<file path="src/rtl/irq_ack_dispatcher.sv">
// Interrupt dispatcher: captures device request edges into pending bits and feeds them to an external
// priority encoder. It then runs the CPU irq / ack / vector / eoi handshake for the winner the encoder reports.
module irq_ack_dispatcher #(
  parameter int unsigned NCH      = 9,
  parameter int unsigned NBUS     = 3,
  parameter logic [7:0]  VEC_BASE = 8'h20
) (
  input  logic                 clk,
  input  logic                 rst_n,
  input  logic [NBUS*NCH-1:0]  dev_req,
  output logic [NBUS*NCH-1:0]  dev_ack,
  input  logic                 mask_we,
  input  logic [NCH-1:0]       mask_wdata,
  output logic [NBUS*NCH-1:0]  pend_o,
  output logic [NCH-1:0]       en_o,
  input  logic [NBUS-1:0]      grant_bus,
  input  logic [3:0]           grant_chan,
  output logic                 irq_o,
  input  logic                 cpu_ack,
  output logic [7:0]           vec_o,
  output logic                 vec_valid,
  input  logic                 eoi,
  output logic                 err_o
);

  localparam int unsigned NREQ = NBUS * NCH;
  localparam int unsigned BW   = (NBUS > 1) ? $clog2(NBUS) : 1;
  localparam int unsigned IW   = (NREQ > 1) ? $clog2(NREQ) : 1;

  typedef enum logic [1:0] {IDLE, REQ, ACK, SERV} state_e;

  state_e          state_q, state_d;
  logic [NREQ-1:0] prev_req_q, pend_q, pend_d;
  logic [NCH-1:0]  en_q, en_d;
  logic [BW-1:0]   cur_bus_q, cur_bus_d, win_bus;
  logic [3:0]      cur_chan_q, cur_chan_d;
  logic [7:0]      vec_q, vec_d;
  logic            err_q, err_d;
  logic            grant_any, chan_ok;
  logic [IW-1:0]   ack_idx;

  assign grant_any = |grant_bus;
  assign chan_ok   = grant_chan < 4'(NCH);
  assign ack_idx   = IW'(cur_bus_q) * IW'(NCH) + IW'(cur_chan_q);

  // Lowest-index bus flag wins.
  always_comb begin
    win_bus = '0;
    for (int unsigned i = NBUS; i > 0; i--) begin
      if (grant_bus[i-1]) win_bus = BW'(i - 1);
    end
  end

  always_ff @(posedge clk) begin
    if (!rst_n) state_q <= IDLE;
    else        state_q <= state_d;
  end

  always_comb begin
    state_d = state_q;
    case (state_q)
      IDLE:    if (grant_any && chan_ok) state_d = REQ;
      REQ:     if (cpu_ack) state_d = ACK;
      ACK:     state_d = SERV;
      SERV:    if (eoi) state_d = IDLE;
      default: state_d = IDLE;
    endcase
  end

  always_comb begin
    irq_o     = 1'b0;
    vec_valid = 1'b0;
    dev_ack   = '0;
    case (state_q)
      REQ:  irq_o = 1'b1;
      ACK: begin
        vec_valid = 1'b1;
        dev_ack   = {{(NREQ-1){1'b0}}, 1'b1} << ack_idx;
      end
      SERV: vec_valid = 1'b1;
      default: ;
    endcase
  end

  // A fresh edge on the bit being acknowledged re-arms it rather than being lost.
  always_comb begin
    pend_d     = (pend_q & ~dev_ack) | (dev_req & ~prev_req_q);
    en_d       = mask_we ? mask_wdata : en_q;
    cur_bus_d  = cur_bus_q;
    cur_chan_d = cur_chan_q;
    vec_d      = vec_q;
    err_d      = err_q;
    if (state_q == IDLE && grant_any) begin
      if (chan_ok) begin
        cur_bus_d  = win_bus;
        cur_chan_d = grant_chan;
      end else begin
        err_d = 1'b1;
      end
    end
    if (state_q == REQ && cpu_ack)
      vec_d = VEC_BASE + 8'(cur_bus_q) * 8'(NCH) + 8'(cur_chan_q);
  end

  always_ff @(posedge clk) begin
    if (!rst_n) begin
      prev_req_q <= '0;
      pend_q     <= '0;
      en_q       <= '1;
      cur_bus_q  <= '0;
      cur_chan_q <= '0;
      vec_q      <= '0;
      err_q      <= 1'b0;
    end else begin
      prev_req_q <= dev_req;
      pend_q     <= pend_d;
      en_q       <= en_d;
      cur_bus_q  <= cur_bus_d;
      cur_chan_q <= cur_chan_d;
      vec_q      <= vec_d;
      err_q      <= err_d;
    end
  end

  assign pend_o = pend_q;
  assign en_o   = en_q;
  assign vec_o  = vec_q;
  assign err_o  = err_q;

endmodule

</file>
<file path="config.mk">
export PLATFORM = sky130hd
export DESIGN_NAME = irq_ack_dispatcher
export DESIGN_NICKNAME = d
export VERILOG_FILES = /design/src/rtl/irq_ack_dispatcher.sv
export SDC_FILE = /design/constraint.sdc
export NUM_CORES = 1
export LEC_CHECK = 0
export BUFFER_PORTS_ARGS = -buffer_cell sky130_fd_sc_hd__buf_2
export CAP_MARGIN = 20
export CORE_MARGIN = 2
export CORE_UTILIZATION = 25
export CTS_CLUSTER_DIAMETER = 80
export DETAILED_ROUTE_END_ITERATION = 16
export MAX_ROUTING_LAYER = met4
export SYNTH_ARGS = -nofsm -noshare
export SYNTH_HDL_FRONTEND = slang
export SYNTH_SLANG_ARGS = --single-unit
</file>
<file path="constraint.sdc">
create_clock -name clk -period 2.3 [get_ports clk]
set_clock_uncertainty 0.2 [all_clocks]
set_input_delay 0.23 -clock clk [delete_from_list [all_inputs] [get_ports clk]]
set_output_delay 0.23 -clock clk [all_outputs]
set_load 0.02 [all_outputs]
</file>
* Yosys cells after proc, flatten, opt, wreduce, memory -nomap -nowiden *
Index checks and enable logic that the tools add are counted.

word-level totals
  input bits = 48
  register bits after elaboration = 80
  output and inout port bits = 74
  word-level logic and storage cells = 46

operators by class
  bitwise gates (word level) = 6
  muxes and demuxes = 10
  equal/unequal tests = 6
  multiply operators = 2
  order comparisons = 1
  $add $sub $neg = 3
  shift-type cells = 1
  reduce and logical (&&, ||, !) cells = 9

operators by type and width
  cell                                              count
  AND 27 bit                                        2
  inverter 27 bit                                   2
  2-to-1 mux 27 bit                                 1
  OR 27 bit                                         1
  left shift 1 x 5 -> 27 bit, first input constant  1
  2-to-1 mux 2 bit                                  6
  adder 7 x 4 -> 8 bit                              1
  case mux 2 bit (4 select lines)                   1
  adder 6 x 6 -> 7 bit, first input constant        1
  multiplier 2 x 4 -> 6 bit, second input constant  1
  inequality test 2 bit, second input constant      3
  adder 5 x 4 -> 5 bit                              1
  multiplier 2 x 4 -> 5 bit, second input constant  1
  == test 2 bit, second input constant              2
  < comparator 4 bit, second input constant         1
  AND reduction 2 bit                               2
  logical AND 1 bit                                 3
  AND reduction 3 bit                               1
  OR reduction 3 bit                                1
  == test 2 x 1 -> 1 bit, second input constant     1
  logical NOT 2 bit                                 1
  2-to-1 mux 1 bit                                  2
  OR reduction 2 bit                                1
  inverter 1 bit                                    1

* Longest topological paths before layout *
Gate-level depths: netlist of the first run.

  depth after elaboration = 7
  gate-level depth with buffers = 8
  depth with buffers taken out = 8

* Worst setup path after synthesis of the first run *
Ideal clock, no wire load.

  path type = reg2reg
  start = reg cur_bus_q[1]
  end = reg pend_q[4], in the netlist pend_o[4]
  buffers on the path = 1
  cell stages (with the launch flop) = 9
  library setup time = 0.154 ns
  period minus slack after synthesis = 2.889 ns
  slack = -0.589 ns
  arrival time = 2.534 ns
  cell sequence = dfxtp_1 ha_1 ha_1 inv_1 fa_1 or2_2 buf_1 nor3_1 o22ai_1

between the ends
  longest elaborated chain between the ends = 7

RTL lines
  element                     line  source
  from (decl)                 35    logic [BW-1:0] cur_bus_q, cur_bus_d, win_bus;
  from (signal assigned)      118   cur_bus_q <= cur_bus_d;
  multiplier 2 x 4 -> 5 bit   44    assign ack_idx = IW'(cur_bus_q) * IW'(NCH) + IW'(cur_chan_q);
  adder 5 x 4 -> 5 bit        44
  left shift 1 x 5 -> 27 bit  78    dev_ack = {{(NREQ-1){1'b0}}, 1'b1} << ack_idx;
  2-to-1 mux 27 bit           74    case (state_q)
  named net dev_ack[4]        11    output logic [NBUS*NCH-1:0] dev_ack,
  inverter 27 bit             87    pend_d = (pend_q & ~dev_ack) | (dev_req & ~prev_req_q);
  AND 27 bit                  87
  OR 27 bit                   87
  to (signal assigned)        116   pend_q <= pend_d;
  to (decl)                   33    logic [NREQ-1:0] prev_req_q, pend_q, pend_d;

The timed path passes the listed nets, and every way through them passes these cells.
A chain may end at the register's enable or synchronous reset.

* Final worst setup path of the first run *
  start = reg cur_chan_q[1]
  end = out dev_ack[25]

between the ends
  longest elaborated chain between the ends = 3

RTL lines
  element                     line  source
  from (decl)                 36    logic [3:0] cur_chan_q, cur_chan_d;
  from (signal assigned)      119   cur_chan_q <= cur_chan_d;
  adder 5 x 4 -> 5 bit        44
  left shift 1 x 5 -> 27 bit  78
  2-to-1 mux 27 bit           74
  to (decl)                   11

Every way passes these cells.

==> results of run 1 <==
-- repair_timing --
action,4_1_cts,5_1_grt
pin swaps,12,8
hold buffers,39,0
buffers inserted,7,8
resized for setup,48,9
endpoints found under the hold margin,66,0
setup endpoints to repair,53,54
-- cells by family (layout without fill, tap and decap cells) --
kind of cell	after synthesis	after routing	synth area share [%]
buffers and inverters	49	249	6.39
other	1	1	0.116
AO/OA/AOI/OAI	49	49	11.7
flip-flops	79	79	48.9
AND/OR/NAND/NOR	133	133	22.8
multiplexers	12	12	3.72
XOR/XNOR	3	3	1.05
adder cells (fa/ha/maj)	13	13	5.27
-- final timing paths --
path	endpoint	slack [ns]	cells past startpoint
worst max-delay path	dev_ack[25]	-0.56	9
worst max register to register	pend_o[19]	-0.14	10
worst min register to register	pend_o[19]	0.22	1
worst min-delay path	cur_chan_q[0]	0.01	3
-- stage by stage --
| step | hold slack, ns | util (%) |
|---|---|---|
| 2_1_floorplan | 0.141 | - |
| 3_3_place_gp | 0.211 | 36.4 |
| 3_5_place_dp | 0.217 | 36.4 |
| 4_1_cts | 0.0121 | 43.1 |
| 5_1_grt | 0.0226 | 43.9 |
| 6_report | 0.0126 | 43.9 |
-- power by group through the flow --
| stage | logic, mW | clock network [mW] | registers, mW |
|---|---|---|---|
| finish | 1.58 | 1.31 | 1.60 |
| global route | 1.71 | 1.43 | 1.62 |
| floorplan | 0.871 | 0 | 1.73 |
| global placement | 1.45 | 0 | 1.62 |
| CTS | 1.56 | 1.36 | 1.60 |
| detailed placement | 1.47 | 0 | 1.63 |
-- sequential cells by signal, indices dropped and copies added, names as in the netlist --
signal and cells:
pend_o 27, cur_bus_q 2, prev_req_q 27, en_o 9, err_o 1, vec_o 7, state_q 2, cur_chan_q 4
-- per-layer routing --
metal,vias up,wire length [µm],part of all wire [%]
met5,-,0,0
met1,1388,4010,43
met4,0,180,2.0
met2,92,4520,49
li1,1533,-,-
met3,13,512,5.5
-- cells in the mapped netlist, types with 3 or more instances --
| cell | n |
|---|---|
| dfxtp_1 | 79 |
| nand2_1 | 77 |
| inv_1 | 32 |
| o22ai_1 | 27 |
| nor3_2 | 18 |
| clkbuf_1 | 12 |
| ha_1 | 12 |
| mux2i_1 | 12 |
| nor3_1 | 8 |
| nor2_1 | 6 |
| nor2b_1 | 6 |
| nand2b_1 | 4 |
| o211a_1 | 4 |
| a21boi_0 | 3 |
| nand3_1 | 3 |
| nor3_4 | 3 |
| o31ai_1 | 3 |
-- critical path: cells and delay by family, from the launching register on --
kind	cells	cell delay [ns]
xor+xnor	1	0.25
fa+ha+maj	3	0.83
buf+inv	3	0.40
flops	1	0.33
simple gates	2	0.28
-- layout make-up --
class	instances	area share (%)
Clock buffer	12	4.63
Clock inverter	4	0.361
Inverter	32	2.17
Multi-Input combinational cell	211	32.1
Sequential cell	79	28.6
Tap cell	172	3.88
Timing Repair Buffer	201	28.2
==> out/qor.yml, run 1 <==
run_status:
  status: "finished with violations"
  violations: "negative setup slack"
clock_tree:
  clk_path_buf_depth: 2
  cts_sinks: 79
  htree_levels: 3
  cts_buffers: 9
  path_clk_slew_ns: 0.06
  cts_tree: "built"
  cts_root_buf: "clkbuf_16"
  clk_latency_ns: 0.34
setup_path:
  cpPeakStageDelay_ns: 0.43
  worstPathMaxFanout: 5
  critPathKind: "reg2out"
  cp_slowest_cell: "fa_2"
  path_cells: "ha_4, ha_4, inv_2, fa_2, xnor2_4, nand3_4, buf_4, nor3_4, buf_4"
  worstPathRequired_ns: 1.87
  worstSetupStartpointType: "register"
  cp.arrival_ns: 2.43
  critPathCaptureType: "primary output"
  worstSetupStartpoint: "cur_chan_q[1]"
  regToRegStartpoint: "cur_chan_q[1]"
global_routing:
  use_met1_pct: 16.0
  grt_pass1_vias: 3060
  antenna_found_initial: 0
  grt_overflow: 0
  grt_start_max_net_pins: 81
  globalRoute.busiestLayer: "met2"
  grt_pass1_wl_um: 14900
  met3_usage_pct: 4.17
  use_met2_pct: 23.0
  grt_usage_pct: 14.0
die:
  ios: 122
  die_h_um: 118
  die-area_mm2: 0.0139
  start_util_pct: 25.6
  row_count: 41
  core_mm2: 0.0126
  die_x_um: 118
sta:
  finalHoldViolCount: 0
  fin_crit_sh_pct: 125
  finalCriticalPeriod_ns: 2.86
  rsz0062_at_grt: "yes"
  final-setup-viol-count: 44
  drv_slew: 0
  max_freq_mhz: 349
  finalSetupTns_ns: -14.99
  setup_slack_ns: -0.564
drt:
  antenna_left: 0
  wirelength_um: 9230
  via_per_inst: 4.26
  via_count: 3026
  drtPass1Iterations: 4
  drc: 0
  wl_per_cell_um: 13.0
  drt_iter0_markers: 108
synthesis:
  yosys_register_bits: 79
  ys_types: 40
  synth_top_area_share_pct: 48.9
  synth_fp_nets: 400
  synth_area_leaders: "dfxtp_1, nand2_1, nor3_2, o22ai_1, ha_1"
  ys.flop_type: "dfxtp_1"
  synth_edf_count: 0
  yosys.area.top_type: "dfxtp_1"
  yosys_warnings: 0
  avgSynthCellArea_um2: 9.53
  syn_inst: 339
  yosysSeqAreaShare_pct: 48.9
  synth_area_mm2: 0.00323
  async_flop_share_pct: 0
pwr:
  power_mw: 4.49
  combPwrFrac_pct: 35.3
  p_int_mw: 3.00
  p_sw_mw: 1.49
  p_clk_share_pct: 29.1
  switching_share_pct: 33.2
  seqPwrFrac_pct: 35.6
  vdd_drop_max_uv: 405
  powerDensity_mw_per_mm2: 810
  p_leak_nw: 2.68
finish:
  fillCellCount: 1205
  layout-drive-gt1-share_pct: 43.4
  layout.nets: 595
  area_growth_pct: 71.5
  regArea_mm2: 0.00158
  final_cell_count_no_fill: 711
  post-route-cell-area_mm2: 0.00554
  multi_input_area_mm2: 0.00178
  layout_commonest_cell: "buf_2"
  final_cell_mix: "buf_2, dfxtp_1, nand2_1, dlygate4sd3_1, buf_4"
  antenna_cells: 0
placed_design:
  portBuffers: 120
  dp_cells: 647
  gp_congestion: 0.812
  dp_slack_ns: -0.294
  dpl_cell_area_mm2: 0.00460
  hpwl_um: 6430
run:
  drv_cap: 0
min_path:
  min_from: "grant_chan[0]"
  hold_path.class: "in2reg"
No activity file was read; power rests on OpenSTA's default activity.
==> inputs of run 2 (changes only) <==
--- a/config.mk
+++ b/config.mk
@@ -9,6 +9,7 @@
 export CAP_MARGIN = 20
 export CORE_MARGIN = 2
 export CORE_UTILIZATION = 25
+export CTS_BUF_LIST = sky130_fd_sc_hd__clkbuf_16
 export CTS_CLUSTER_DIAMETER = 80
 export DETAILED_ROUTE_END_ITERATION = 16
 export MAX_ROUTING_LAYER = met4
==> run 2 against run 1 <==
  * The run still ends with negative setup slack left
  * Flip-flop and latch count did not move
  * Core utilization is 0.16 points lower
  * Sequential share of layout area is 0.10 points higher
  * Clock power is 6% lower
  * Critical path depth is the same
  * Total power shrank 1.8%
  * Critical path type unchanged
  * Largest cell class unchanged
  * Largest power group unchanged
==> out/qor.yml, run 2 (synthesis gave the netlist of run 1 again) <==
sta:
  final-setup-viol-count: 45  # +2.3%
  setup_slack_ns: -0.566  # -0.00204 ns
  finalSetupTns_ns: -15.06  # -0.0793 ns
  rsz0062_at_grt: "yes"
  fin_crit_sh_pct: 125  # about the same
  finalCriticalPeriod_ns: 2.87  # +0.00204 ns
  finalHoldViolCount: 0  # unchanged
  max_freq_mhz: 349  # about the same
  drv_slew: 0  # unchanged
setup_path:
  cpPeakStageDelay_ns: 0.43  # about the same
  cp_slowest_cell: "fa_2"
  crit_cells: 9  # unchanged
  worstSetupStartpointType: "register"
  critPathKind: "reg2out"
  critPathCaptureType: "primary output"
  path_cells: "ha_4, ha_4, inv_2, fa_2, xnor2_4, nand3_4, buf_4, nor3_4, buf_4"
  rr_worst_depth: 10  # unchanged
  cp.arrival_ns: 2.44  # about the same
  worstPathMaxFanout: 5  # unchanged
  crit_buf_inv: 3  # unchanged
  worstPathRequired_ns: 1.87  # about the same
  crit_family: "adder cells"
global_routing:
  use_met1_pct: 16.0  # -0.030 points
  globalRoute.busiestLayer: "met2"
  grt_overflow: 0  # unchanged
  grt_pass1_wl_um: 14900  # -0.13%
  antenna_found_initial: 0  # unchanged
  met3_usage_pct: 4.17  # unchanged
  grt_usage_pct: 14.0  # about the same
  grt_pass1_vias: 3060  # unchanged
  grt_start_max_net_pins: 81  # unchanged
  use_met2_pct: 23.0  # unchanged
drt:
  via_per_inst: 4.24  # -0.26%
  drtPass1Iterations: 4  # unchanged
  drc: 0  # unchanged
  wl_per_cell_um: 13.0  # -0.18%
  antenna_left: 0  # unchanged
  drt_iter0_markers: 103  # -4.6%
  via_count: 3018  # -0.26%
  wirelength_um: 9210  # -0.18%
die:
  ios: 122  # unchanged
  die_h_um: 118  # unchanged
  die-area_mm2: 0.0139  # unchanged
  core_mm2: 0.0126  # unchanged
  start_util_pct: 25.6  # unchanged
  die_x_um: 118  # unchanged
  row_count: 41  # unchanged
min_path:
  hold_path.class: "in2reg"
  min_path_cells: 3  # unchanged
finish:
  post-route-cell-area_mm2: 0.00552  # -0.36%
  fillCellCount: 1204  # -0.083%
  layout-drive-gt1-share_pct: 43.0  # -0.37 points
  area_growth_pct: 70.9
  antenna_cells: 0  # unchanged
  layout_commonest_cell: "buf_2"
  final_cell_mix: "buf_2, dfxtp_1, nand2_1, dlygate4sd3_1, buf_4"
  layout.nets: 595  # unchanged
  regArea_mm2: 0.00158  # unchanged
  multi_input_area_mm2: 0.00178  # unchanged
  final_cell_count_no_fill: 711  # unchanged
placed_design:
  dp_cells: 647  # unchanged
  dpl_cell_area_mm2: 0.00460  # unchanged
  hpwl_um: 6430  # unchanged
  gp_congestion: 0.812  # unchanged
  portBuffers: 120  # unchanged
  dp_slack_ns: -0.294  # unchanged
clock_tree:
  cts_tree: "built"
  cts_buffers: 9  # unchanged
  clk_path_buf_depth: 2  # unchanged
  clk_latency_ns: 0.34  # about the same
  path_clk_slew_ns: 0.06  # about the same
  cts_root_buf: "clkbuf_16"
  cts_sinks: 79  # unchanged
  htree_levels: 3  # unchanged
pwr:
  power_mw: 4.41  # -1.8%
  vdd_drop_max_uv: 405  # about the same
  p_leak_nw: 2.68  # -0.26%
  powerDensity_mw_per_mm2: 799  # -1.4%
run:
  drv_cap: 0  # unchanged
run_status:
  status: "finished with violations"
  violations: "negative setup slack"
-- run 2: cell count changes in the layout (fill, tap and decap cells not counted) --
cell and change:
clkbuf_1 -1, clkbuf_8 -2, clkinv_1 +2, inv_1 +1
-- run 2: worst reg2reg max path: stages (launching register included) --
cell and delay [ns]:
dfxtp_2 0.33, ha_4 0.27, ha_4 0.13, inv_2 0.03
fa_2 0.43, xor2_4 0.23, nand3_4 0.10, buf_12 0.18
nor3_4 0.24, buf_4 0.14, o22ai_1 0.05
-- run 2: area by class of cell --
type,count,share of cell area (%)
clock inverters,7,0.566
flip-flops and latches,79,28.7
repair buffers,201,28.3
multi-input cells,211,32.3
well taps,172,3.90
clock buffers,9,4.08
inverters,32,2.17
-- run 2: metrics by stage --
| stage | hold WS (ns) | utilization [%] |
|---|---|---|
| after CTS | 0.0132 | 43.0 |
| after detailed placement | 0.217 | 36.4 |
| after floorplan | 0.141 | - |
| after global routing | 0.0232 | 43.8 |
| final | 0.0136 | 43.8 |
| after global placement | 0.211 | 36.4 |
-- run 2: metal layers --
metal / vias up / share of wire, % / routed length, µm
li1: 1532 / - / -
met1: 1378 / 43 / 3990
met2: 95 / 49 / 4530
met3: 13 / 5.5 / 508
met4: 0 / 1.9 / 179
met5: - / 0 / 0
-- run 2: path summary, 6_finish.rpt --
| check | from | endpoint | slack (ns) |
|---|---|---|---|
| max | cur_chan_q[1] | dev_ack[24] | -0.57 |
| min | grant_chan[0] | cur_chan_q[0] | 0.01 |
| max reg2reg | cur_chan_q[1] | pend_o[19] | -0.14 |
| min reg2reg | prev_req_q[19] | pend_o[19] | 0.22 |
-- run 2: repair_timing --
action                                 in CTS  in global routing
pin swaps                                  12                  8
setup endpoints to repair                  53                 54
buffers inserted                            7                  8
hold buffers                               39                  0
resized for setup                          48                  9
endpoints found under the hold margin      66                  0
-- run 2: power by group --
part           leakage, nW  switching, mW  total [mW]  internal (mW)
combinational         1.88          0.885        1.58          0.699
sequential           0.658         0.0788        1.60           1.52
clock                0.135          0.520        1.23          0.710
total                 2.68           1.48        4.41           2.93
